$ cat src/rtl/encoder8to3_stream_if.sv
// Valid/ready stream bundle for the 8-to-3 streaming encoder:
// 8-bit line vectors in, 3-bit indices out.
interface encoder8to3_stream_if;
    logic       in_valid;
    logic       in_ready;
    logic [7:0] in_d;
    logic       out_valid;
    logic       out_ready;
    logic [2:0] out_code;
    logic       out_last;

    modport master (
        output in_valid,
        output in_d,
        output out_ready,
        input  in_ready,
        input  out_valid,
        input  out_code,
        input  out_last
    );

    modport slave (
        input  in_valid,
        input  in_d,
        input  out_ready,
        output in_ready,
        output out_valid,
        output out_code,
        output out_last
    );
endinterface

$ cat src/rtl/encoder8to3_stream.sv
// Streaming 8-to-3 encoder: splits a multi-hot vector into one
// binary index per output beat, in priority order.
module encoder8to3_stream #(
    parameter bit LSB_FIRST = 1'b1
) (
    input  logic clk,
    input  logic rst,
    encoder8to3_stream_if.slave bus,
    output logic zero_drop,
    output logic busy
);

    typedef enum logic {
        IDLE,
        EMIT
    } state_t;

    state_t     state;
    state_t     state_n;
    logic [7:0] pending;
    logic [7:0] pending_n;
    logic       zero_drop_n;
    logic [2:0] idx;
    logic [7:0] clr_mask;
    logic       single;
    logic       in_fire;
    logic       out_fire;

    // Later loop iterations win, so the scan direction sets priority.
    always_comb begin
        idx = 3'd0;
        if (LSB_FIRST) begin
            for (int i = 7; i >= 0; i--) begin
                if (pending[i]) idx = 3'(i);
            end
        end else begin
            for (int i = 0; i < 8; i++) begin
                if (pending[i]) idx = 3'(i);
            end
        end
    end

    assign clr_mask = 8'b1 << idx;
    assign single   = (pending != 8'd0)
                   && ((pending & (pending - 8'd1)) == 8'd0);

    assign busy          = (state == EMIT);
    assign bus.out_valid = busy;
    assign bus.out_code  = idx;
    assign bus.out_last  = busy && single;
    assign bus.in_ready  = busy ? (bus.out_ready && single) : 1'b1;

    assign in_fire  = bus.in_valid && bus.in_ready;
    assign out_fire = bus.out_valid && bus.out_ready;

    always_ff @(posedge clk or posedge rst) begin
        if (rst) begin
            state     <= IDLE;
            pending   <= 8'd0;
            zero_drop <= 1'b0;
        end else begin
            state     <= state_n;
            pending   <= pending_n;
            zero_drop <= zero_drop_n;
        end
    end

    always_comb begin
        state_n     = state;
        pending_n   = pending;
        zero_drop_n = 1'b0;
        unique case (state)
            IDLE: begin
                if (in_fire) begin
                    if (bus.in_d != 8'd0) begin
                        pending_n = bus.in_d;
                        state_n   = EMIT;
                    end else begin
                        zero_drop_n = 1'b1;
                    end
                end
            end
            EMIT: begin
                if (out_fire) begin
                    pending_n = pending & ~clr_mask;
                    if (single) begin
                        state_n = IDLE;
                        // Reload on the last beat so back-to-back vectors see no bubble.
                        if (in_fire) begin
                            if (bus.in_d != 8'd0) begin
                                pending_n = bus.in_d;
                                state_n   = EMIT;
                            end else begin
                                zero_drop_n = 1'b1;
                            end
                        end
                    end
                end
            end
            default: begin
                state_n = IDLE;
            end
        endcase
    end

endmodule

$ cat src/flat_wrapper.sv
// flat-port wrapper written by rule: the top's interface ports become plain ports
module encoder8to3_stream_flat 
#(
    parameter bit LSB_FIRST = 1'b1
)
  (clk, rst, zero_drop, busy, bus_in_valid, bus_in_d, bus_out_ready, bus_in_ready, bus_out_valid, bus_out_code, bus_out_last);
  encoder8to3_stream_if bus_i ();
  input  logic clk;
  input  logic rst;
  output logic zero_drop;
  output logic busy;
  input wire logic [$bits(bus_i.in_valid)-1:0] bus_in_valid;
  input wire logic [$bits(bus_i.in_d)-1:0] bus_in_d;
  input wire logic [$bits(bus_i.out_ready)-1:0] bus_out_ready;
  output wire logic [$bits(bus_i.in_ready)-1:0] bus_in_ready;
  output wire logic [$bits(bus_i.out_valid)-1:0] bus_out_valid;
  output wire logic [$bits(bus_i.out_code)-1:0] bus_out_code;
  output wire logic [$bits(bus_i.out_last)-1:0] bus_out_last;
  assign bus_i.in_valid = bus_in_valid;
  assign bus_i.in_d = bus_in_d;
  assign bus_i.out_ready = bus_out_ready;
  assign bus_in_ready = bus_i.in_ready;
  assign bus_out_valid = bus_i.out_valid;
  assign bus_out_code = bus_i.out_code;
  assign bus_out_last = bus_i.out_last;
  encoder8to3_stream #(.LSB_FIRST(LSB_FIRST)) u_core (.clk(clk), .rst(rst), .bus(bus_i), .zero_drop(zero_drop), .busy(busy));
endmodule
$ cat config.mk
export PLATFORM = sky130hd
export DESIGN_NAME = encoder8to3_stream_flat
export DESIGN_NICKNAME = d
export VERILOG_FILES = /design/src/rtl/encoder8to3_stream_if.sv /design/src/rtl/encoder8to3_stream.sv /design/src/flat_wrapper.sv
export SDC_FILE = /design/constraint.sdc
export NUM_CORES = 1
export LEC_CHECK = 0
export ABC_AREA = 1
export BUFFER_PORTS_ARGS = -buffer_cell sky130_fd_sc_hd__buf_2
export CORE_MARGIN = 10
export CORE_UTILIZATION = 40
export DETAILED_ROUTE_END_ITERATION = 7
export PLACE_DENSITY = 0.66
export SETUP_SLACK_MARGIN = 0.05
export SYNTH_ARGS = -nofsm -noshare
export SYNTH_HDL_FRONTEND = slang
export SYNTH_SLANG_ARGS = --single-unit
$ cat constraint.sdc
create_clock -name clk -period 4.1 [get_ports clk]
set_input_delay 0.615 -clock clk [delete_from_list [all_inputs] [get_ports clk]]
set_output_delay 0.615 -clock clk [all_outputs]
set_load 0.01 [all_outputs]
# ---- After elaboration in Yosys (flattened, before gate mapping)
# Index checks and enable logic that the tools add are counted.
dict set report totals {
  register_bits 10
  inputBits 12
  elab_cells 47
  out_inout_bits 8
}
dict set report classes {
  n_eq_ne 3
  muxes 26
  shift 1
  bitwise_logic 4
  n_addsub 1
  reduce_logical 9
}
# operator n
set ops {}
lappend ops {{8-bit 2-to-1 mux} 6}
lappend ops {{3-bit 2-to-1 mux} 8}
lappend ops {{8-bit AND} 2}
lappend ops {{8-bit one-hot mux with 2 select lines} 1}
lappend ops {{8-bit nonzero test} 2}
lappend ops {{1-bit 2-to-1 mux} 9}
lappend ops {{8-bit zero test} 1}
lappend ops {{8-bit inverter} 1}
lappend ops {{1-bit by 3-bit << shifter with 8-bit output (first input constant)} 1}
lappend ops {{8-bit by 1-bit subtractor with 8-bit output (second input constant)} 1}
lappend ops {{1-bit logical AND} 5}
lappend ops {{2-bit by 1-bit != test with 1-bit output (second input constant)} 2}
lappend ops {{1-bit one-hot mux with 2 select lines} 2}
lappend ops {{3-bit AND reduction} 1}
lappend ops {{2-bit != test (second input constant)} 1}
lappend ops {{1-bit inverter} 1}

# ---- Logic depth before layout (Yosys ltp)
# Gate-level depths: netlist of the first run.
dict set report logic_depth {
  ltp_word 16
  mapped_depth 12
  mapped_depth_nobuf 12
}

# ---- Worst setup path after synthesis of the first run
# Ideal clock, no wire load.
dict set report synth_timing {
  path_type {register to output}
  from {register u_core.pending[0]}
  to {output bus_in_ready}
  path_stages_with_launch 8
  arrival_time_ns 1.200
  setup_slack_ns 2.285
  required_time_ns 3.485
  cell_sequence {dfrtp_1 > nor2_4 > nand2_1 > o21ai_2 > nand2_2 > nor2_4 > inv_2 > a21oi_4}
}
dict set report synth_between {
  elab_chain_cells 6
  word_cells_on_any_way 7
  classes_between {add/sub: 1; mux: 1; bitwise: 1; reduce/logical: 4}
}
# element line_no
set synth_rtl {}
lappend synth_rtl {{start, declared} encoder8to3_stream.sv:20} ;# logic [7:0] pending;
lappend synth_rtl {{start signal, assigned} encoder8to3_stream.sv:63} ;# pending <= pending_n;
lappend synth_rtl {{8-bit by 1-bit subtractor with 8-bit output} encoder8to3_stream.sv:45} ;# && ((pending & (pending - 8'd1)) == 8'd0);
lappend synth_rtl {{8-bit AND} encoder8to3_stream.sv:45}
lappend synth_rtl {{8-bit zero test} encoder8to3_stream.sv:45}
lappend synth_rtl {{1-bit logical AND (*)} encoder8to3_stream.sv:45}
lappend synth_rtl {{1-bit logical AND (*)} encoder8to3_stream.sv:51} ;# assign bus.in_ready = busy ? (bus.out_ready && single) : 1'b1;
lappend synth_rtl {{1-bit 2-to-1 mux (*)} encoder8to3_stream.sv:51}
lappend synth_rtl {{end, declared} flat_wrapper.sv:15} ;# output wire logic [$bits(bus_i.in_ready)-1:0] bus_in_ready;
# Every way passes the cells marked *; elsewhere a longest branch is shown, timed or not.

# ---- Worst setup path in the final report of the first run
dict set report layout_timing {
  from {register u_core.pending[1]}
  to {output bus_in_ready}
}
# Same word-level chain as after synthesis.

==> results_dict.tcl, run 1 <==
set metrics [dict create \
    r2r_cells 6 \
    final_nets 161 \
    h-tree-depth 1 \
    cts_buffers 3 \
    utilization_pct 48.20 \
    vias 853 \
    yosys_most_used_dff "dfrtp_1" \
    reg2reg_slack_ps 1960 \
    routed_wl_um 2041 \
    regToRegEndpoint "u_core.pending[2]$_DFFE_PP0P_" \
    port_buffers 19 \
    setup-violations-final 0 \
    synth_most_common_cell "nand2_1" \
    period_needed_ps 2360 \
    dieArea_mm2 0.004237 \
    worstSetupEndpoint "bus_in_ready" \
    post_cts_buffers 0 \
    layout-drive-gt1-share_pct 26.53 \
    tightest_slew_ps 1038 \
    die_h_um 65.09 \
    ys_async_sr_fraction_pct 100.0 \
    cts_buffer_depth 2 \
    ant_nets 0 \
    synth_top_area_cell "dfrtp_1" \
    gr-usage-all-layers_pct 9.993 \
    clk_latency_ps 270 \
    area_growth_pct 15.08 \
    ir_worst_vdd_mv 0.4814 \
    start_util_pct 41.88 \
    clkSinkCount 10 \
    synthesis.nets 140 \
    cp.arrival_ps 1750 \
    core_area_mm2 0.001942 \
    grt_setup_unrepaired "no" \
    p_seq_share_pct 23.8 \
    total_power_uw 808.8 \
    place.gp.congestion 0.8433 \
    fp.dieW_um 65.09 \
    ys_ff_latch 10 \
    grt_max_degree 15 \
    wl_per_cell_um 11.73 \
    critPathRequiredTime_ps 3480 \
    antenna_cells 0 \
    status "finished clean" \
    crit_path_start_kind "flop" \
    ctsHoldBuffers 0 \
    synth_sequential_area_ratio_pct 30.77 \
    worstPathMaxFanout 5 \
    drtIter0Drc 21 \
    synth_edf_count 0 \
    leakage_uw 0.0005284 \
    rows 16 \
    place_area_um2 913.4 \
    p_per_area_mw_per_mm2 864.2 \
    clockRootBuffer "clkbuf_4" \
    fin_setup_tns_ps 0 \
    clock.fmax_mhz 423.7 \
    end_kind "output pin" \
    syn_inst 128 \
    design_area_um2 935.9 \
    n_fill_cell 203 \
    grt_pass1_vias 815 \
    syn_avg_cell_area_um2 6.354 \
    dp_hpwl_um 1624 \
    routed_via_density 4.902 \
    hold_violations 0 \
    synth_common_cells "nand2_1 (44), nand3_1 (18), nor2_1 (15), inv_1 (14), dfrtp_1 (10)" \
    period_share_pct 57.57 \
    switching_share_pct 54.79 \
    grt_pass1_wl_um 3519 \
    drc 0 \
    timing.rr.start "u_core.bus.out_valid$_DFF_PP0_" \
    finClkSkew_ps 5.909 \
    cts_resized 0 \
    pwr-share-clk_pct 8.6 \
    firstDrtPassIters 4 \
    synth_area_leaders "dfrtp_1 (31%), nand2_1 (20%), nand3_1 (11%)" \
    relSlewSlack_pct 30.81 \
    p_comb_share_pct 67.6 \
    slew_viol_final 0 \
    synth_cell_type_count 19 \
    maxCapViolCount 0 \
    p_sw_uw 443.1 \
    ios 20 \
    path_class "reg2out" \
    synth_area_um2 813.3 \
    antenna_found_initial 0 \
    grt-ovfl-total 0 \
    hp-class "in2async" \
    path_clk_slew_ps 70 \
    yosys_warnings 0 \
    cts_tree "built" \
    crit_path_start "u_core.pending[1]$_DFFE_PP0P_" \
    cell_internal_pwr_uw 365.7 \
    synth_top_area_share_pct 30.77 \
]
## metal layers
| layer | GRT usage (%) | routed length [um] | up-vias |
|---|---|---|---|
| met3 | 1.864 | 101 | 6 |
| met4 | 4.545 | 50 | 0 |
| met2 | 17.12 | 976 | 22 |
| met1 | 11.79 | 913 | 385 |
| li1 | - | - | 440 |
| met5 | 0 | 0 | - |
## cell usage in the layout, fill, tap and decap left out
master     Yosys  routed
nor2_4         2       2
inv_2          2       2
o2111ai_1      1       1
a21oi_4        1       1
a21oi_1        2       2
nand2_1       44      44
nand4_1        2       2
nor2_2         3       3
nand3_1       18      18
or2_2          1       1
o21ai_0        1       1
inv_1         14      14
dfrtp_1       10      10
nand2_2        6       6
clkbuf_4       0       3
nor2_1        15      15
o21ai_2        2       2
o211ai_1       1       1
buf_2          0      19
## power by group through the flow
| stage | logic, uW | clock network (uW) | registers [uW] |
|---|---|---|---|
| after global routing | 628 | 71.9 | 197 |
| after floorplan | 447 | 0 | 172 |
| final | 547 | 69.4 | 192 |
| after global placement | 542 | 0 | 191 |
| after detailed placement | 550 | 0 | 192 |
| after CTS | 552 | 68.1 | 191 |
## logic make-up after synthesis
kind of cell / after synthesis / synth area share [%]
buffers and inverters: 19 / 10.92
and+or+nand+nor: 91 / 50.31
DFF: 10 / 30.77
AOI/OAI and AO/OA: 8 / 8.001
## metrics by stage
stage	setup WS [ps]	instances	hold WS (ps)
finish	1740	174	320.0
global route	1579	174	353.7
CTS	1739	174	344.1
detailed placement	1862	171	525.6
global placement	1868	171	516.9
floorplan	2285	128	455.2
## cell type report
class / instances / area (um2) / share of cell area, %
multi-input cells: 99 / 474.2 / 50.67
flip-flops and latches: 10 / 250.2 / 26.74
repair buffers: 19 / 95.09 / 10.16
inverters: 16 / 60.06 / 6.417
well taps: 27 / 33.78 / 3.610
clock buffers: 3 / 22.52 / 2.406
## worst max-delay path: stages (launching register included)
cell and delay, ps:
dfrtp_1 450, nor2_4 170, nand2_2 80, inv_2 60, nand2_2 80, nand2_2 70, nand2_2 60, nor2_4 140
inv_2 70, a21oi_4 140, buf_2 160
## how the worst min path moves through the flow
| stage | start | end | slack (ps) |
|---|---|---|---|
| 6_report | rst | u_core.pending[1]$_DFFE_PP0P_ | 320 |
| 5_1_grt | rst | u_core.bus.out_valid$_DFF_PP0_ | 350 |
| 4_1_cts | rst | u_core.pending[0]$_DFFE_PP0P_ | 340 |
| 3_5_place_dp | u_core.pending[2]$_DFFE_PP0P_ | u_core.pending[2]$_DFFE_PP0P_ | 530 |
| 3_3_place_gp | u_core.pending[2]$_DFFE_PP0P_ | u_core.pending[2]$_DFFE_PP0P_ | 520 |
| 2_1_floorplan | rst | u_core.bus.out_valid$_DFF_PP0_ | 460 |
## flip-flops by register name, summed over array words and instances, names as in the netlist
signal / cells
u_core.pending: 8
u_core.bus.out_valid: 1
u_core.zero_drop: 1
Power figures use the tool's default switching activity.
==> run 2: changes to the inputs <==
Clock period 4.1 ns to 2.3 ns, I/O delays scaled along.
==> results_dict.tcl, run 2 (synthesis results as in run 1) <==
set metrics [dict create \
    cp.arrival_ps 1760 \
    dieArea_mm2 0.004237 \
    antenna_found_initial 0 \
    clockRootBuffer "clkbuf_4" \
    dp_slack_ps 350.2 \
    p_seq_share_pct 22.0 \
    area_growth_pct 16.00 \
    hold_violations 0 \
    setup_slack_ps 197.4 \
    place.gp.congestion 0.9011 \
    cts_resized 0 \
    p_sw_uw 786.3 \
    rows 16 \
    grt_setup_unrepaired "no" \
    largest_register_ffs 8 \
    start_util_pct 41.88 \
    clock.fmax_mhz 475.6 \
    critPathRequiredTime_ps 1960 \
    p_comb_share_pct 69.7 \
    worstPathMaxFanout 5 \
    gr-usage-all-layers_pct 10.59 \
    drc 0 \
    clk_latency_ps 270 \
    path_clk_slew_ps 60 \
    layout-drive-gt1-share_pct 27.03 \
    fin_cells 175 \
    routed_via_density 4.794 \
    grt_max_degree 15 \
    drtIter0Drc 17 \
    grt_pass1_wl_um 3684 \
    pwr-share-clk_pct 8.3 \
    cts_buffers 3 \
    fin_setup_tns_ps 0 \
    p_per_area_mw_per_mm2 1536 \
    dp.cells 172 \
    ir_worst_vdd_mv 0.7808 \
    fp.dieW_um 65.09 \
    tightest_slew_ps 1037 \
    final_nets 162 \
    h-tree-depth 1 \
    setup-violations-final 0 \
    ant_nets 0 \
    layout_commonest_cell "nand2_1" \
    crit_path_start_kind "flop" \
    finClkSkew_ps 1.911 \
    antenna_cells 0 \
    period_share_pct 91.42 \
    cts_tree "built" \
    period_needed_ps 2103 \
    end_kind "output pin" \
    path_class "reg2out" \
    core_area_mm2 0.001942 \
    cell_internal_pwr_uw 662.8 \
    regMostFlops "u_core.pending" \
    die_h_um 65.09 \
    post_cts_buffers 0 \
    grt-ovfl-total 0 \
    status "finished clean" \
    dp_hpwl_um 1674 \
    hp-class "in2async" \
    layout_common_cells "nand2_1 (44), buf_2 (19), nand3_1 (18)" \
    total_power_uw 1449 \
    leakage_uw 0.0005327 \
    wl_per_cell_um 11.50 \
    grt_pass1_vias 837 \
    routed_wl_um 2013 \
    port_buffers 19 \
    vias 839 \
    firstDrtPassIters 4 \
    maxCapViolCount 0 \
    utilization_pct 48.58 \
    slew_viol_final 0 \
    ctsHoldBuffers 0 \
    switching_share_pct 54.26 \
    clkSinkCount 10 \
    ios 20 \
    cts_buffer_depth 2 \
    relSlewSlack_pct 30.85 \
]
## run 2: layer usage
layer  GRT usage (%)  up-vias  share of wire [%]
met3           2.881        5                6.0
met2           18.23       19                 47
met1           11.93      371                 45
met5               0        -                  0
li1                -      444                  -
met4           4.813        0                2.0
## run 2: power groups by stage
stage	clock [uW]	combinational, uW	sequential (uW)
5_1_grt	127	1170	330
6_report	120	1010	319
2_1_floorplan	0	797	307
3_5_place_dp	0	1020	322
3_3_place_gp	0	1000	322
4_1_cts	122	1020	319
## run 2: final cells by class
cell class / count / area, um2
tap: 27 / 33.78
sequential: 10 / 250.2
fill: 227 / 998.5
timing repair buffer: 20 / 102.6
inverter: 16 / 60.06
clock buffer: 3 / 22.52
multi-input combinational: 99 / 474.2
## run 2: worst max-delay path: stages (launching register included)
cell and delay (ps):
dfrtp_1 440, nor2_4 180, nand2_2 80, inv_2 60
nand2_2 80, nand2_2 70, nand2_2 50, nor2_4 150
inv_2 70, a21oi_4 150, buf_2 160
## run 2: worst paths after layout
check / slack [ps] / cells after the start / from / end
setup reg to reg: 440 / 7 / u_core.bus.out_valid$_DFF_PP0_ / u_core.pending[2]$_DFFE_PP0P_
hold / removal: 40 / 2 / rst / u_core.pending[0]$_DFFE_PP0P_
setup / recovery: 200 / 10 / u_core.pending[0]$_DFFE_PP0P_ / bus_in_ready
hold reg to reg: 550 / 2 / u_core.pending[2]$_DFFE_PP0P_ / u_core.pending[2]$_DFFE_PP0P_
max in group asynchronous: 1980 / 2 / rst / u_core.pending[7]$_DFFE_PP0P_
min in group clk: 320 / 3 / bus_in_d[7] / u_core.pending[7]$_DFFE_PP0P_
## run 2: stage by stage
stage	area, um2	hold WS, ps
6_report	943.4	43.45
5_1_grt	943.4	73.56
4_1_cts	943.4	59.70
3_5_place_dp	920.9	347.1
3_3_place_gp	920.9	339.3
2_1_floorplan	813.3	185.2
